### config.mk
export PLATFORM = sky130hd
export DESIGN_NAME = write_back
export DESIGN_NICKNAME = d
export VERILOG_FILES = /design/src/rtl/write_back.sv
export SDC_FILE = /design/constraint.sdc
export NUM_CORES = 1
export LEC_CHECK = 0
export CORE_MARGIN = 5
export CORE_UTILIZATION = 46
export DETAILED_ROUTE_END_ITERATION = 10
export MAX_ROUTING_LAYER = met4
export PLACE_DENSITY = 0.83
export SETUP_SLACK_MARGIN = 0.05
export SLEW_MARGIN = 20
export SYNTH_ARGS = -nofsm -noshare
export SYNTH_HDL_FRONTEND = slang
export SYNTH_SLANG_ARGS = --single-unit
### constraint.sdc
create_clock -name clock -period 4.1 [get_ports clock]
set_input_delay 0.41 -clock clock [delete_from_list [all_inputs] [get_ports clock]]
set_output_delay 0.41 -clock clock [all_outputs]
set_load 0.02 [all_outputs]
### src/rtl/write_back.sv
// write_back: final pipeline stage -- commits register/flag results, issues data-memory stores
// and reports retirement. Define STORE_TIMEOUT_EN to abort stores that are never acknowledged.
module write_back #(
   parameter int REG_INDEX_WIDTH = 5,
   parameter int STORE_TIMEOUT   = 255
) (
   input  logic                       clock,
   input  logic                       reset_n,
   input  logic                       in_valid,
   input  logic [31:0]                in_pc,
   input  logic [REG_INDEX_WIDTH-1:0] in_destination_register,
   input  logic                       in_is_writing_memory,
   input  logic [3:0]                 in_flags,
   input  logic [31:0]                in_destination_value,
   input  logic [31:0]                in_adjustment_value,
   input  logic                       in_has_flushed,
   output logic                       in_hold,
   output logic [REG_INDEX_WIDTH-1:0] reg_read_index,
   input  logic [31:0]                reg_read_value,
   output logic                       rf_write_enable,
   output logic [REG_INDEX_WIDTH-1:0] rf_write_index,
   output logic [31:0]                rf_write_value,
   output logic                       flags_write_enable,
   output logic [3:0]                 flags_value,
   output logic                       mem_write_request,
   output logic [31:0]                mem_address,
   output logic [31:0]                mem_data,
   input  logic                       mem_ack,
   output logic                       retire_valid,
   output logic [31:0]                retire_pc,
   output logic [31:0]                retired_count,
   output logic                       has_flushed,
   output logic                       store_error
);

   typedef enum logic {
      IDLE       = 1'b0,
      STORE_WAIT = 1'b1
   } state_t;

   state_t      state_reg;
   logic [31:0] store_pc_reg;
   logic        accept;
   logic        accept_store;
   logic        accept_other;
   logic        store_done;
   logic        timeout_hit;
   logic [31:0] retire_step;

   if (STORE_TIMEOUT < 1) begin : g_timeout_check
      $error("write_back: STORE_TIMEOUT must be at least 1");
   end

`ifdef STORE_TIMEOUT_EN
   logic [31:0] wait_count_reg;
   assign timeout_hit = (state_reg == STORE_WAIT) && !mem_ack
                        && (wait_count_reg == 32'(STORE_TIMEOUT));
`else
   assign timeout_hit = 1'b0;
   assign store_error = 1'b0;
`endif

   assign reg_read_index = in_destination_register;
   assign in_hold        = reset_n && (state_reg == STORE_WAIT) && !mem_ack;
   assign accept         = in_valid && !in_hold;
   assign accept_store   = accept && in_is_writing_memory;
   assign accept_other   = accept && !in_is_writing_memory;
   assign store_done     = (state_reg == STORE_WAIT) && (mem_ack || timeout_hit);

   // An ack edge can retire the pending store and a newly accepted non-store together.
   assign retire_step = {31'd0, store_done} + {31'd0, accept_other};

   always_ff @(posedge clock) begin
      if (!reset_n) begin
         state_reg          <= IDLE;
         store_pc_reg       <= '0;
         rf_write_enable    <= 1'b0;
         rf_write_index     <= '0;
         rf_write_value     <= '0;
         flags_write_enable <= 1'b0;
         flags_value        <= '0;
         mem_write_request  <= 1'b0;
         mem_address        <= '0;
         mem_data           <= '0;
         retire_valid       <= 1'b0;
         retire_pc          <= '0;
         retired_count      <= '0;
         has_flushed        <= 1'b0;
`ifdef STORE_TIMEOUT_EN
         wait_count_reg     <= '0;
         store_error        <= 1'b0;
`endif
      end else begin
         if (!in_hold) begin
            has_flushed <= in_has_flushed;
         end

         rf_write_enable    <= 1'b0;
         flags_write_enable <= 1'b0;
         retire_valid       <= 1'b0;
         retired_count      <= retired_count + retire_step;

         // The finishing store owns the single retire port when both complete together.
         if (store_done) begin
            retire_valid <= 1'b1;
            retire_pc    <= store_pc_reg;
         end else if (accept_other) begin
            retire_valid <= 1'b1;
            retire_pc    <= in_pc;
         end

         if (accept_other) begin
            rf_write_enable    <= (in_destination_register != '0);
            rf_write_index     <= in_destination_register;
            rf_write_value     <= in_destination_value;
            flags_write_enable <= 1'b1;
            flags_value        <= in_flags;
         end

         case (state_reg)
            IDLE: begin
               if (accept_store) begin
                  mem_write_request <= 1'b1;
                  mem_address       <= reg_read_value + in_adjustment_value;
                  mem_data          <= in_destination_value;
                  store_pc_reg      <= in_pc;
                  state_reg         <= STORE_WAIT;
               end
            end
            STORE_WAIT: begin
               if (accept_store) begin
                  mem_write_request <= 1'b1;
                  mem_address       <= reg_read_value + in_adjustment_value;
                  mem_data          <= in_destination_value;
                  store_pc_reg      <= in_pc;
                  state_reg         <= STORE_WAIT;
               end else if (store_done) begin
                  mem_write_request <= 1'b0;
                  state_reg         <= IDLE;
               end
            end
            default: begin
               mem_write_request <= 1'b0;
               state_reg         <= IDLE;
            end
         endcase

`ifdef STORE_TIMEOUT_EN
         if (accept_store) begin
            wait_count_reg <= '0;
         end else if ((state_reg == STORE_WAIT) && !mem_ack) begin
            wait_count_reg <= wait_count_reg + 32'd1;
         end
         if (timeout_hit) begin
            store_error <= 1'b1;
         end
`endif
      end
   end

endmodule
# Yosys cells after proc, flatten, opt, wreduce, memory -nomap -nowiden
# Index checks and enable logic that the tools add are counted.
# classes
add_sub_neg	3
eq_ne	2
muxes	15
bitwise	1
reduce_logical	13
# op_table
operator	n
32-bit two-way mux	5
32-bit by 2-bit adder with 32-bit output	1
32-bit adder	1
1-bit two-way mux	8
1-bit logical AND	6
5-bit nonzero test	1
1-bit one-hot mux with 2 select lines	2
2-bit AND reduction	2
1-bit logical NOT	3
3-bit by 1-bit inequality test with 1-bit output, second input constant	1
1-bit by 1-bit adder with 2-bit output	1
2-bit inequality test, second input constant	1
2-bit nonzero test	1
1-bit inverter	1
# word_totals
regBits	207
word_cells	48

# Longest topological paths before layout
# Gate-level depths: netlist of run 1.
# depth
word_depth	7
ltp_mapped	15
depth_no_buf	12

# Worst setup path before layout of run 1
# Ideal clock, no wire load.
# synth_timing
kind	input to register
startpoint	in mem_ack
endpoint	reg retired_count[28]
setup_ns	0.128
arrival_ns	3.246
slack_ns	0.726
path_stages	15
path_buffers	3
cell_sequence	nand3b_1 nand2_1 or2_2 clkbuf_1 inv_1 buf_2 buf_1 fa_1 ha_1 nand4_2 or4_4 or2_4 nor3_2 xnor2_1 nor2_1
# synth_between
elab_chain_cells	7
elab_cells_between_ends	8
# synth_lines
item	line	rtl
start: declaration	28	input logic mem_ack,
1-bit logical NOT	64	assign in_hold = reset_n && (state_reg == STORE_WAIT) && !mem_ack;
1-bit logical AND	64	
1-bit logical NOT	-	
1-bit logical AND	65	assign accept = in_valid && !in_hold;
1-bit logical AND	67	assign accept_other = accept && !in_is_writing_memory;
named net accept_other	45	logic accept_other;
1-bit by 1-bit adder with 2-bit output	71	assign retire_step = {31'd0, store_done} + {31'd0, accept_other};
32-bit by 2-bit adder with 32-bit output	101	retired_count <= retired_count + retire_step;
end signal: assignment	101	
end: declaration	31	output logic [31:0] retired_count,
# The timed path passes the listed nets, and every way through them passes these cells.
# A chain may end at the register's enable or synchronous reset.

# Worst setup path in the final report of run 1
# layout_timing
startpoint	in mem_ack
endpoint	reg retired_count[28]
# layout_between
elab_chain_cells	7
elab_cells_between_ends	8
# layout_lines
item	line
1-bit logical NOT	64
1-bit logical AND	64
1-bit logical NOT	-
1-bit logical AND	65
1-bit logical AND	67
1-bit by 1-bit adder with 2-bit output *	71
32-bit by 2-bit adder with 32-bit output *	101
# Every way passes the cells marked *; elsewhere a longest branch is shown, timed or not.

==> impl_metrics.json, run 1 <==
{
  "status": "finished clean",
  "die_w_um": 153.0,
  "clk_pin_slew_ns": 0.06,
  "crit_path_end_kind": "flop",
  "finalHoldViolations": 0,
  "htree_levels": 1,
  "final_common_cell": "nand2_1",
  "async_flop_share": 0,
  "cts_setup_buffers": 0,
  "syn-cell-area_um2": 9404,
  "arrival_ns": 3.38,
  "cts_max_path_buffers": 3,
  "irDropWorstVdd_uv": 234.8,
  "seq_area_um2": 4144,
  "dr_total_vias": 9430,
  "grt_max_degree": 98,
  "yosys_register_bits": 207,
  "synth_seq_area_share": 0.4407,
  "ys_types": 65,
  "synth_cells": 1199,
  "max_freq_ghz": 0.3314,
  "avgSynthCellArea_um2": 7.843,
  "rsz0062_at_grt": "false",
  "gp_congestion": 0.9492,
  "clock-sinks": 207,
  "p_leak_uw": 0.005090,
  "worstPathMaxFanout": 4,
  "rows": 52,
  "reg2reg_slack_ns": 1.20,
  "antenna_found_initial": 0,
  "fin_worst_skew_ns": 0.01082,
  "drv_cap": 0,
  "multiInputGateArea_um2": 4887,
  "ctsHoldBuffers": 0,
  "syn_nets": 1376,
  "startpoint_type": "input pin",
  "worstMarginPinSlew_ns": 0.8685,
  "period_share": 0.7360,
  "tritoncts": "built",
  "numPortBuffers": 322,
  "syn2layout_area_growth_pct": 43.32,
  "n_fill_cell": 1659,
  "hold_path_class": "flop to flop",
  "cts_resized": 0,
  "setup_viol": 0,
  "drtPass1Iterations": 5,
  "die_y_um": 153.0,
  "track_usage": 0.2469,
  "start_util": 0.4663,
  "maxSlewHeadroom": 0.4210,
  "synth_edf_count": 0,
  "grt_pass1_vias": 9084,
  "drt_first_iter_violations": 527,
  "die_area_um2": 23400,
  "clockRootBuffer": "clkbuf_16",
  "antennaDiodeCount": 0,
  "hpwl_um": 21070,
  "routed_via_density": 5.355,
  "setup_tns_ns": 0,
  "wire_per_inst_um": 16.87,
  "p_per_area_nw_per_um2": 380.4,
  "overflow": 0,
  "pin_count": 324,
  "yosys_warnings": 0,
  "synth_flop_cell": "dfxtp_1",
  "final_cell_mix": "nand2_1 (338), clkdlybuf4s50_1 (322), dfxtp_1 (207)",
  "drt-total-wl_um": 29710,
  "insertion_delay_ns": 0.50,
  "drive_gt1_frac": 0.04561,
  "cp.required_ns": 4.46,
  "core_area_um2": 20170,
  "grt_pass1_wl_um": 46980,
  "fin_crit_ns": 3.018,
  "drtAntennaViolNets": 0,
  "worst-setup-path-type": "input pin to flop",
  "maxSlewViolCount": 0,
  "numCtsBuffers": 23,
  "fin_nets": 1652,
  "drc_errors": 0,
  "hold_ws_ns": 0.4480
}
## cell usage after synthesis, types with 2 or more instances
master | count | area, um2
nand2_1 | 339 | 1272
dfxtp_1 | 207 | 4144
a21oi_1 | 156 | 780.8
nor2_1 | 83 | 311.6
clkbuf_1 | 61 | 229.0
nand3_1 | 34 | 170.2
o21ai_0 | 33 | 165.2
a311oi_1 | 32 | 280.3
ha_1 | 32 | 400.4
xor2_1 | 24 | 210.2
xnor2_1 | 19 | 166.4
inv_1 | 17 | 63.81
and3_1 | 14 | 87.58
a21o_1 | 11 | 82.58
nand4_1 | 11 | 68.82
and2_1 | 10 | 62.56
buf_1 | 10 | 37.54
a31oi_1 | 9 | 56.30
or3_1 | 8 | 50.05
nor3_1 | 7 | 35.03
buf_4 | 6 | 45.04
o211ai_1 | 5 | 37.54
o21a_1 | 5 | 37.54
o21bai_1 | 5 | 37.54
nor2b_1 | 4 | 25.02
o31ai_1 | 4 | 30.03
a211o_1 | 3 | 26.28
a211oi_1 | 3 | 22.52
nor3_2 | 3 | 30.03
a2111oi_0 | 2 | 17.52
a311o_1 | 2 | 20.02
and3_4 | 2 | 22.52
buf_2 | 2 | 10.01
fa_1 | 2 | 40.04
nand3b_1 | 2 | 15.01
nand4b_1 | 2 | 17.52
o31a_1 | 2 | 17.52
## path summary, 6_finish.rpt
path | to | depth (start not counted) | from
max | retired_count[28] | 13 | mem_ack
min | mem_address[13] | 2 | mem_address[13]
max reg2reg | retired_count[28] | 12 | state_reg
min reg2reg | mem_address[13] | 2 | mem_address[13]
## stage by stage
stage / setup WS (ns) / util / area [um2] / power [uW] / std cells
after floorplan: 0.7264 / - / 9404 / 2712 / 1199
after CTS: 1.059 / 0.6682 / 13480 / 5173 / 1761
after global routing: 0.9403 / 0.6682 / 13480 / 5345 / 1761
after detailed placement: 0.5264 / 0.6315 / 12740 / 3157 / 1720
final: 1.082 / 0.6682 / 13480 / 5127 / 1761
after global placement: 0.6167 / 0.6315 / 12740 / 3145 / 1720
## power by group
part           leakage (uW)  internal [uW]  switching, uW
Combinational       0.00304            435            519
Sequential          0.00169           2110           54.8
Clock              0.000360           1190            817
## layout make-up
type,count,area share
Clock inverter,8,0.005756
Inverter,18,0.005384
Tap cell,270,0.02507
Sequential cell,207,0.3075
Timing Repair Buffer,330,0.2445
Multi-Input combinational cell,895,0.3626
Clock buffer,33,0.04920
## cells by family after synthesis
logic type,Yosys count,synth area share
compound gates,282,0.1824
flops,207,0.4407
xor+xnor,43,0.04005
buf+inv,97,0.04138
other cells,1,0.0003988
fa+ha+maj,34,0.04683
simple gates,535,0.2483
## metal layers
metal,global-route usage,vias up,part of all wire
met5,-,-,0
met4,0.1010,0,0.040
met3,0.04382,71,0.072
met2,0.4042,361,0.48
met1,0.3027,4353,0.41
li1,-,4645,-
## worst max-delay path: stages
cell and delay [ns]:
clkdlybuf4s50_1 0.50, nand3b_1 0.17, nand2_1 0.07, or2_2 0.29, inv_2 0.07, fa_1 0.24, ha_1 0.27, nand4_2 0.16
or4_4 0.57, or2_4 0.28, nor3_2 0.15, xnor2_1 0.15, nor2_1 0.05
Power figures use the tool's default switching activity.
==> run 2: changes to the inputs <==
--- a/config.mk
+++ b/config.mk
@@ -6,10 +6,10 @@
 export NUM_CORES = 1
 export LEC_CHECK = 0
 export CORE_MARGIN = 5
-export CORE_UTILIZATION = 46
+export CORE_UTILIZATION = 41
 export DETAILED_ROUTE_END_ITERATION = 10
 export MAX_ROUTING_LAYER = met4
-export PLACE_DENSITY = 0.83
+export PLACE_DENSITY = 0.78
 export SETUP_SLACK_MARGIN = 0.05
 export SLEW_MARGIN = 20
 export SYNTH_ARGS = -nofsm -noshare
==> constraint.sdc (replaced) <==
create_clock -name clock -period 2.5 [get_ports clock]
set_input_delay 0.25 -clock clock [delete_from_list [all_inputs] [get_ports clock]]
set_output_delay 0.25 -clock clock [all_outputs]
set_load 0.02 [all_outputs]
==> run 2 against run 1 <==
  * The flow now finishes with violations (negative setup slack)
  * Non-clock buffer count increased by 99
  * Worst hold slack worse by 0.15 ns
  * Setup slack worse by 1.2 ns
  * Routed wire length increased by 5.8%
  * Sequential cell count unchanged
  * Sequential share of layout area shrank 2.0 points
  * Die area is 11% higher
  * Global-route usage decreased by 1.4 points
  * Critical path depth is 2 lower
  * Clock skew rose by 0.0024 ns
  * Power increased by 70%
  * Largest cell class unchanged
  * Largest power group unchanged
==> impl_metrics.json, run 2 (synthesis results as in run 1) <==
{
  "status": "finished with violations",
  "violations": "negative setup slack",
  "fin_crit_ns": 2.596,
  "drtPass1Iterations": 5,
  "die_y_um": 161.5,
  "start_util": 0.4154,
  "htree_levels": 1,
  "startpoint_type": "flop",
  "comb_power_share": 0.203,
  "final_cell_mix": "nand2_1 (338), clkdlybuf4s50_1 (322), dfxtp_1 (206)",
  "drt_first_iter_violations": 595,
  "dr_total_vias": 9943,
  "worst-setup-path-type": "flop to flop",
  "worst_path_largest_cell_delay_ns": 0.44,
  "hpwl_um": 22570,
  "irDropWorstVdd_uv": 416.7,
  "finalHoldViolations": 0,
  "cts_max_path_buffers": 3,
  "drt-total-wl_um": 31440,
  "hold_path_class": "input pin to flop",
  "setup_viol": 6,
  "rsz0062_at_grt": "true",
  "routed_via_density": 5.300,
  "clockRootBuffer": "clkbuf_16",
  "layout_setup_ws_ns": -0.09573,
  "syn2layout_area_growth_pct": 53.09,
  "final_common_cell": "nand2_1",
  "worstPathMaxFanout": 4,
  "critical_path.slowest_cell": "or3b_4",
  "die_w_um": 161.5,
  "pin_count": 324,
  "dpl-instance-area_um2": 13530,
  "cp_num_buf_inv": 1,
  "swShare": 0.2745,
  "max_freq_ghz": 0.3852,
  "numPortBuffers": 322,
  "p_leak_uw": 0.005654,
  "grt_pass1_wl_um": 49020,
  "rows": 55,
  "p_int_uw": 6316,
  "drc_errors": 0,
  "p_sw_uw": 2390,
  "numCtsBuffers": 23,
  "fin_nets": 1751,
  "n_fill_cell": 1871,
  "crit_path_end_kind": "flop",
  "seqPwrFrac": 0.408,
  "crit_path_frequent_cell": "and3_4",
  "fin_worst_skew_ns": 0.01323,
  "antennaDiodeCount": 0,
  "p_per_area_nw_per_um2": 604.8,
  "track_usage": 0.2329,
  "gp_congestion": 0.9479,
  "die_area_um2": 26070,
  "period_share": 1.038,
  "tritoncts": "built",
  "antenna_found_initial": 0,
  "insertion_delay_ns": 0.50,
  "drtAntennaViolNets": 0,
  "crit_chain": "nand3b_1 -> nand2_1 -> or2_4 -> inv_4 -> fa_2 -> and3_4 -> and3_4 -> nor4b_4 -> or3b_4 -> or3_4 -> a21oi_2",
  "overflow": 0,
  "pwr-share-clk": 0.389,
  "drive_gt1_frac": 0.1169,
  "design_area_um2": 14400,
  "maxSlewHeadroom": 0.4201,
  "drv_cap": 0,
  "maxSlewViolCount": 0,
  "cp.required_ns": 2.93,
  "core_area_um2": 22640,
  "grt_max_degree": 124,
  "clock-sinks": 207,
  "crit_family": "simple AND/OR/NAND/NOR gates",
  "arrival_ns": 3.03,
  "grt_pass1_vias": 9720,
  "worstMarginPinSlew_ns": 0.8698,
  "clk_pin_slew_ns": 0.06,
  "setup_tns_ns": -0.2855,
  "wire_per_inst_um": 16.76
}
-- run 2: metal layers --
layer / global-route usage / vias up / wire [um]
met5: - / - / 0
met4: 0.08918 / 0 / 1227
met2: 0.4006 / 370 / 15370
li1: - / 4841 / -
met1: 0.2704 / 4649 / 12720
met3: 0.04338 / 83 / 2128
-- run 2: cell type report --
type | count | area, um2 | area share
inverters | 18 | 75.07 | 0.005215
flip-flops and latches | 207 | 4145 | 0.2879
well taps | 285 | 356.6 | 0.02477
clock buffers | 26 | 616.8 | 0.04285
multi-input cells | 895 | 4989 | 0.3465
clock inverters | 16 | 146.4 | 0.01017
repair buffers | 429 | 4068 | 0.2825
-- run 2: repair_timing --
item | in CTS | in global routing
endpoints found under the setup margin | 7 | 16
pin swaps | 3 | 6
hold buffers | 0 | 0
setup buffers | 2 | 1
resized for setup | 1 | 17
-- run 2: worst min-delay path, delay by kind of cell --
kind | cells | cell delay [ns]
and+or+nand+nor | 1 | 0.06
buffers and inverters | 1 | 0.40
AOI/OAI and AO/OA | 1 | 0.05
-- run 2: final timing paths --
kind | cells after the start | slack, ns | start | end
setup / recovery | 11 | -0.1 | state_reg | retired_count[29]
hold reg to reg | 2 | 0.45 | mem_data[17] | mem_data[17]
hold / removal | 3 | 0.29 | in_flags[3] | flags_value[3]
setup reg to reg | 11 | -0.1 | state_reg | retired_count[29]
-- run 2: stage by stage --
step             util  worst slack, ns  hold slack, ns  std cells  total power, uW
4_1_cts        0.6322          -0.1445          0.2625       1875             8776
6_report       0.6359         -0.09573          0.2939       1876             8706
3_3_place_gp   0.5975          -0.6415          0.4409       1831             5342
5_1_grt        0.6359          -0.2285          0.2996       1876             9081
2_1_floorplan       -          -0.4013          0.3738       1199             4454
3_5_place_dp   0.5975          -0.6377          0.4453       1831             5367
-- run 2: power by group through the flow --
| stage | Sequential [uW] | Combinational (uW) | Clock [uW] |
|---|---|---|---|
| after detailed placement | 3630 | 1740 | 0 |
| after global routing | 3580 | 1910 | 3600 |
| after global placement | 3620 | 1720 | 0 |
| after floorplan | 3780 | 672 | 0 |
| after CTS | 3560 | 1750 | 3470 |
| final | 3560 | 1760 | 3390 |
==> run 3: changes to the inputs <==
--- a/config.mk
+++ b/config.mk
@@ -9,7 +9,7 @@
 export CORE_UTILIZATION = 41
 export DETAILED_ROUTE_END_ITERATION = 10
 export MAX_ROUTING_LAYER = met4
-export PLACE_DENSITY = 0.78
+export PLACE_DENSITY = 0.76
 export SETUP_SLACK_MARGIN = 0.05
 export SLEW_MARGIN = 20
 export SYNTH_ARGS = -nofsm -noshare
==> run 3 against run 2 <==
  * The flow still finishes with violations (negative setup slack)
  * First-iteration DRC count rose by 14%
  * Clock power up 8.0%
  * Worst hold slack worse by 0.0035 ns
  * Clock skew rose by 0.0056 ns
  * Via count shrank 0.43%
  * Die area unchanged
  * Non-clock buffer count up 2
  * Routed wire length up 0.67%
  * Cell count up 0.11%
  * Sequential cell count unchanged
  * Design area grew 0.95%
  * Register-to-register slack barely moved
  * Largest power group is now the clock network
  * Highest routed layer unchanged
==> impl_metrics.json, run 3 (synthesis results as in run 1) <==
{
  "max_freq_ghz": 0.3834,
  "rsz0062_at_grt": "true",
  "pwr-share-clk": 0.406,
  "layout.cells.non_filler": 1878,
  "finalCoreUtilization": 0.6419,
  "startpoint_type": "flop",
  "setup_tns_ns": -0.2910,
  "p_int_uw": 6601,
  "grt_pass1_vias": 9529,
  "setup_viol": 6,
  "core_area_um2": 22640,
  "design_area_um2": 14530,
  "worst-setup-path-type": "flop to flop",
  "antenna_found_initial": 0,
  "drtAntennaViolNets": 0,
  "worstMarginPinSlew_ns": 0.8666,
  "insertion_delay_ns": 0.51,
  "p_leak_uw": 0.005696,
  "placed_cells": 1832,
  "swShare": 0.2667,
  "ctsHoldBuffers": 0,
  "final_cell_mix": "nand2_1 (338), clkdlybuf4s50_1 (322), dfxtp_1 (206)",
  "comb_power_share": 0.199,
  "dr_total_vias": 9900,
  "tritoncts": "built",
  "fin_worst_skew_ns": 0.01885,
  "maxSlewViolCount": 0,
  "drt_first_iter_violations": 680,
  "pin_count": 324,
  "p_per_area_nw_per_um2": 619.4,
  "rr_startpoint": "state_reg",
  "layout_setup_ws_ns": -0.1082,
  "numCtsBuffers": 24,
  "die_y_um": 161.5,
  "p_sw_uw": 2401,
  "routed_via_density": 5.272,
  "arrival_ns": 3.04,
  "cp.required_ns": 2.93,
  "finalHoldViolations": 0,
  "hpwl_um": 22780,
  "clk_pin_slew_ns": 0.06,
  "antennaDiodeCount": 0,
  "clock-sinks": 207,
  "htree_levels": 1,
  "die_w_um": 161.5,
  "drv_cap": 0,
  "status": "finished with violations",
  "overflow": 0,
  "drive_gt1_frac": 0.1186,
  "maxSlewHeadroom": 0.4223,
  "dpl-instance-area_um2": 13540,
  "final_common_cell": "nand2_1",
  "grt_max_degree": 104,
  "track_usage": 0.2350,
  "worstPathMaxFanout": 4,
  "period_share": 1.043,
  "drc_errors": 0,
  "syn2layout_area_growth_pct": 54.54,
  "seqPwrFrac": 0.395,
  "drt-total-wl_um": 31650,
  "gp_congestion": 0.9590,
  "hold_path_class": "input pin to flop",
  "violations": "negative setup slack",
  "grt_pass1_wl_um": 49290,
  "rows": 55,
  "drtPass1Iterations": 9,
  "wire_per_inst_um": 16.85,
  "critPathLaunch": "state_reg",
  "min-delay-start": "in_flags[2]",
  "finalPower_uw": 9001,
  "fin_nets": 1754,
  "irDropWorstVdd_uv": 356.0,
  "start_util": 0.4154,
  "reg2reg_slack_ns": -0.11,
  "fin_crit_ns": 2.608,
  "crit_path_end_kind": "flop",
  "numPortBuffers": 322,
  "die_area_um2": 26070,
  "clockRootBuffer": "clkbuf_16",
  "cts_max_path_buffers": 3
}
[run 3: cell types whose count changed in the layout (fill, tap and decap cells not counted), sizes merged]
cell / delta
clkbuf: +6
clkinv: -6
buf: +2
bufinv: +2
clkinvlp: -1
inv: -1
[run 3: metal layers]
metal	up-vias	GRT usage	part of all wire
met5	-	-	0
met1	4557	0.2890	0.41
met4	0	0.09732	0.041
met3	85	0.04261	0.073
met2	400	0.3819	0.47
li1	4858	-	-
[run 3: through the flow]
stage	hold WS, ns	worst slack (ns)
after floorplan	0.3738	-0.4013
after global placement	0.4396	-0.5907
after detailed placement	0.4436	-0.6259
after CTS	0.2666	-0.09299
after global routing	0.2956	-0.2386
final	0.2904	-0.1082
[run 3: final timing paths]
kind,endpoint,cells after the start
setup reg to reg,retired_count[29],11
setup / recovery,retired_count[29],11
hold reg to reg,rf_write_value[28],2
hold / removal,flags_value[2],3
[run 3: critical path, cell delays in order (launching register included)]
cell and delay, ns:
dfxtp_2 0.32, nand3b_1 0.09, nand2_1 0.06, or2_4 0.24
inv_4 0.06, fa_2 0.27, and3_4 0.20, and3_4 0.18
nor4b_4 0.22, or3b_4 0.44, or3_4 0.34, a21oi_2 0.11
[run 3: area by class of cell]
type                    count  area, um2
fillers                  1881       8108
multi-input cells         895       5037
flip-flops and latches    207       4145
repair buffers            431       4090
clock buffers              32      660.6
well taps                 285      356.6
clock inverters            10      167.7
inverters                  18      75.07
[run 3: timing repair]
item                       CTS  global route
hold endpoints to repair     0             0
gates resized for setup      2            27
setup buffers                2             2
pin swaps                    2             9
setup endpoints to repair    8            21
[run 3: power by group through the flow]
stage	clock network (uW)	logic, uW	registers (uW)
global route	3880	1930	3570
floorplan	0	672	3780
detailed placement	0	1750	3620
CTS	3740	1760	3560
global placement	0	1730	3620
finish	3660	1790	3560
==> patch 1, RTL diff (config.mk and constraints of run 2) <==
Set the parameter `REG_INDEX_WIDTH` to 4 (it was 5).
--- a/src/rtl/write_back.sv
+++ b/src/rtl/write_back.sv
@@ -2,5 +2,5 @@
 // and reports retirement. Define STORE_TIMEOUT_EN to abort stores that are never acknowledged.
 module write_back #(
-   parameter int REG_INDEX_WIDTH = 5,
+   parameter int REG_INDEX_WIDTH = 4,
    parameter int STORE_TIMEOUT   = 255
 ) (
Interface: changed (resized in_destination_register, reg_read_index and rf_write_index); port bits go from 324 to 321. The function was not compared with the original's and may differ.
==> patch 1 against run 2 <==
  * Wire length shrank 2.2%
  * Power decreased by 2.1%
  * Area after synthesis increased by 3.7%
  * Final area increased by 1.7%
  * Clock power decreased by 6.8%
  * Worst setup slack better by 0.21 ns
  * Synthesized cell count shrank 1.1%
  * Fmax is 9.0% higher
  * Combinational power rose by 3%
  * Sequential share of layout area decreased by 0.63 points
  * Clock skew decreased by 0.0057 ns
  * Sequential cell count down 1
  * Critical path type is now in2reg
==> patch 1: results (changes against run 2) <==
Post-synthesis sequential area ratio -> 42.3% (was 44.1%)
First-pass GRT wire length -> 47800 microns (was 49000 microns)
First DRT Iteration DRCs -> 480 (was 595)
Setup crit start -> in_adjustment_value[1] (was state_reg)
Met3 usage -> 3.89% (was 4.34%)
Syn Inst Count -> 1186 (was 1199)
Top sig layer -> met4 (unchanged)
CTS root buffer -> clkbuf_16 (unchanged)
Initial antenna violation count -> 2 (was 0)
Vias in the first global route -> 9517 (was 9720)
Placed cell areas -> 0.0139 sq mm (was 0.0135 sq mm)
CP delay by family, top -> compound AO/OA/AOI/OAI gates (was simple AND/OR/NAND/NOR gates)
Met2 usage -> 38.7% (was 40.1%)
Synth cell count leaders -> 340 x nand2_1, 206 x dfxtp_1, 112 x a21boi_0, 65 x clkbuf_1, 51 x nand3_1 (was 339 x nand2_1, 207 x dfxtp_1, 156 x a21oi_1, 83 x nor2_1, 61 x clkbuf_1)
HP Start -> reset_n (was in_flags[3])
Port bufs -> 319 (was 322)
Status -> complete, no violations (was complete, but fails checks)
Final Critical Period -> 2.38 ns (was 2.60 ns)
Largest net degree at the start of global routing -> 121 (was 124)
Leak -> 6.06 nW (was 5.65 nW)
Setup slack at placement -> -0.586 ns (was -0.638 ns)
H-tree lvl count -> 1 (unchanged)
Hold path cells -> 4 (was 3)
Routed WL per cell -> 16.3 microns (was 16.8 microns)
Library cells used by synthesis -> 56 (was 65)
Hold path endpoint -> state_reg (was flags_value[3])
Net Count, Synth -> 1362 (was 1376)
Adder-cell share of the synthesized area -> 4.52% (was 4.68%)
Wl on met1 -> 12700 microns (about the same)
Met1 usage -> 26.2% (was 27.0%)
GRT Overall Usage -> 22.2% (was 23.3%)
CP max stage cell -> clkdlybuf4s50_1 (was or3b_4)
Wire length on met2 -> 15000 microns (was 15400 microns)
Flop-to-flop setup slack -> 0.21 ns (was -0.1 ns)
Share of layout cells above drive strength 1 -> 10.6% (was 11.7%)
Worst Max-Slew Pin Slew -> 0.999 ns (was 0.870 ns)
Worst VDD drop -> 0.427 mV (was 0.417 mV)
Net count, final -> 1730 (was 1751)
Worst hold margin -> 0.194 ns (was 0.294 ns)
Asr flop ratio synth -> 0% (unchanged)
Worst r2r dst -> retired_count[30] (was retired_count[29])
Synth Area in XOR/XNOR -> 4.31% (was 4.00%)
Fillers -> 1992 (was 1871)
Biggest cell delay along the critical path -> 0.46 ns (was 0.44 ns)
Post-Route WL -> 30800 microns (was 31400 microns)
Gp weighted congestion -> 0.929 (was 0.948)
Routed met3 length -> 2310 microns (was 2130 microns)
Setup crit end -> mem_address[29] (was retired_count[29])
HPWL after DPL -> 22300 microns (was 22600 microns)
Area of the multi-input gates -> 0.00532 sq mm (was 0.00499 sq mm)
Worst Skew -> 0.00752 ns (was 0.0132 ns)
Ranking of synthesized cells by area -> dfxtp_1 42%, nand2_1 13%, a21boi_0 8.6% (was dfxtp_1 44%, nand2_1 14%, a21oi_1 8.3%)
Placed insts -> 1845 (was 1831)
patch 1: changes by cell type after synthesis, moves of 17 or more:
cell,delta
nand3_1,+17
nor2_1,-56
and2_1,+27
a21oi_1,-129
o211a_1,+34
a21boi_0,+112
a311oi_1,-31
patch 1: power breakdown:
group | switching [mW] | total [mW] | internal, mW
Sequential | 0.0951 | 3.54 | 3.45
Combinational | 0.898 | 1.82 | 0.920
Clock | 1.32 | 3.16 | 1.84
Total | 2.31 | 8.52 | 6.21
patch 1: layout make-up:
class,instances,area share (%)
Antenna cell,2,0.0342
Clock buffer,34,4.55
Clock inverter,6,0.256
Inverter,11,0.282
Multi-Input combinational cell,884,36.4
Sequential cell,206,28.2
Tap cell,319,2.73
Timing Repair Buffer,428,27.6
patch 1: repair_timing:
item | in CTS | in global routing
endpoints found under the setup margin | 4 | 15
buffers inserted | 0 | 3
resized for setup | 2 | 10
pin swaps | 0 | 7
==> patch 2, RTL diff (flow settings as in run 2) <==
Without the edit above. Register the output `retired_count` once more; this adds one clock of latency there. The other outputs are not delayed to match.
--- a/src/rtl/write_back.sv
+++ b/src/rtl/write_back.sv
@@ -38,4 +38,6 @@
       STORE_WAIT = 1'b1
    } state_t;
+
+   logic [31:0] retired_count_s0;
 
    state_t      state_reg;
@@ -85,5 +87,5 @@
          retire_valid       <= 1'b0;
          retire_pc          <= '0;
-         retired_count      <= '0;
+         retired_count_s0   <= '0;
          has_flushed        <= 1'b0;
 `ifdef STORE_TIMEOUT_EN
@@ -99,5 +101,5 @@
          flags_write_enable <= 1'b0;
          retire_valid       <= 1'b0;
-         retired_count      <= retired_count + retire_step;
+         retired_count_s0   <= retired_count_s0 + retire_step;
 
          // The finishing store owns the single retire port when both complete together.
@@ -159,3 +161,7 @@
    end
 
+   always_ff @(posedge clock) begin
+      retired_count <= retired_count_s0;
+   end
+
 endmodule
Check against the original RTL: not equivalent (Yosys sat finds a counterexample within 4 cycles, from zero or initial values and one cycle with reset_n low).
==> patch 2 against run 2 <==
  * Via count increased by 1.9%
  * Wire length rose by 2.5%
  * Area after synthesis is 7.8% higher
  * Final area up 4.5%
  * Utilization decreased by 1.7 points
  * Sequential share of layout area up 3.0 points
  * Worst setup slack gained 0.26 ns
  * Sequential cell count up 32
  * Highest routed layer unchanged
  * Power up 12%
==> patch 2: results (changes against run 2) <==
Vias in the first global route -> 9740 (was 9720)
FF+latch count -> 239 (was 207)
Buffers, non-clock -> 405 (was 429)
Via count -> 10131 (was 9943)
Worst Skew -> 0.0143 ns (was 0.0132 ns)
First-pass GRT wire length -> 50200 microns (was 49000 microns)
Setup WS post-layout -> 0.165 ns (was -0.0957 ns)
Library cells used by synthesis -> 69 (was 65)
Logic gate share of total power -> 17.8% (was 20.3%)
Crit Path Max Fanout -> 3 (was 4)
Setup crit start -> in_adjustment_value[0] (was state_reg)
Ranking of synthesized cells by area -> dfxtp_1 47%, nand2_1 13%, a21oi_1 7.7% (was dfxtp_1 44%, nand2_1 14%, a21oi_1 8.3%)
Setup slack at placement -> -0.360 ns (was -0.638 ns)
Final clock-cell share -> 5.92% (was 5.30%)
Fillers -> 2063 (was 1871)
Largest net degree at the start of global routing -> 110 (was 124)
Area of the multi-input gates -> 0.00501 sq mm (was 0.00499 sq mm)
Hold path endpoint -> flags_value[0] (was flags_value[3])
Reg area -> 0.00478 sq mm (was 0.00415 sq mm)
HP Start -> in_flags[0] (was in_flags[3])
Router iterations before antenna repair -> 7 (was 5)
Worst Max-Slew Pin Slew -> 0.957 ns (was 0.870 ns)
Antenna cells -> 1 (was 0)
Initial antenna violation count -> 1 (was 0)
Net count, final -> 1759 (was 1751)
Crit path DAT -> 2.72 ns (was 3.03 ns)
Status -> complete, no violations (was complete, but fails checks)
HPWL after DPL -> 22900 microns (was 22600 microns)
First DRT Iteration DRCs -> 651 (was 595)
R2R depth -> 13 (was 11)
## patch 2: worst min-delay path: stages
cell	delay, ns
clkdlybuf4s50_1	0.40
nand2_1	0.06
a21oi_1	0.05
## patch 2: cells by family (layout without fill, tap and decap cells)
kind of cell	count (synthesis)	count (layout)	synth area share [%]
flops	239	239	47.2
fa+ha+maj	34	34	4.35
buf+inv	97	464	4.16
compound gates	286	286	17.8
xor+xnor	41	41	3.54
other cells	1	2	0.0370
simple gates	533	533	22.9
## patch 2: per-layer routing
layer | up-vias | track usage, % | routed length (microns)
li1 | 4907 | - | -
met1 | 4758 | 26.6 | 13400
met2 | 387 | 36.6 | 15100
met3 | 79 | 4.53 | 2410
met4 | 0 | 8.33 | 1230
met5 | - | - | 0
## patch 2: through the flow
stage / util (%) / area, sq um / cells
floorplan: - / 10200 / 1231
detailed placement: 58.0 / 14100 / 1879
finish: 61.9 / 15000 / 1923
global placement: 58.0 / 14100 / 1879
global route: 61.9 / 15000 / 1923
CTS: 61.7 / 15000 / 1921
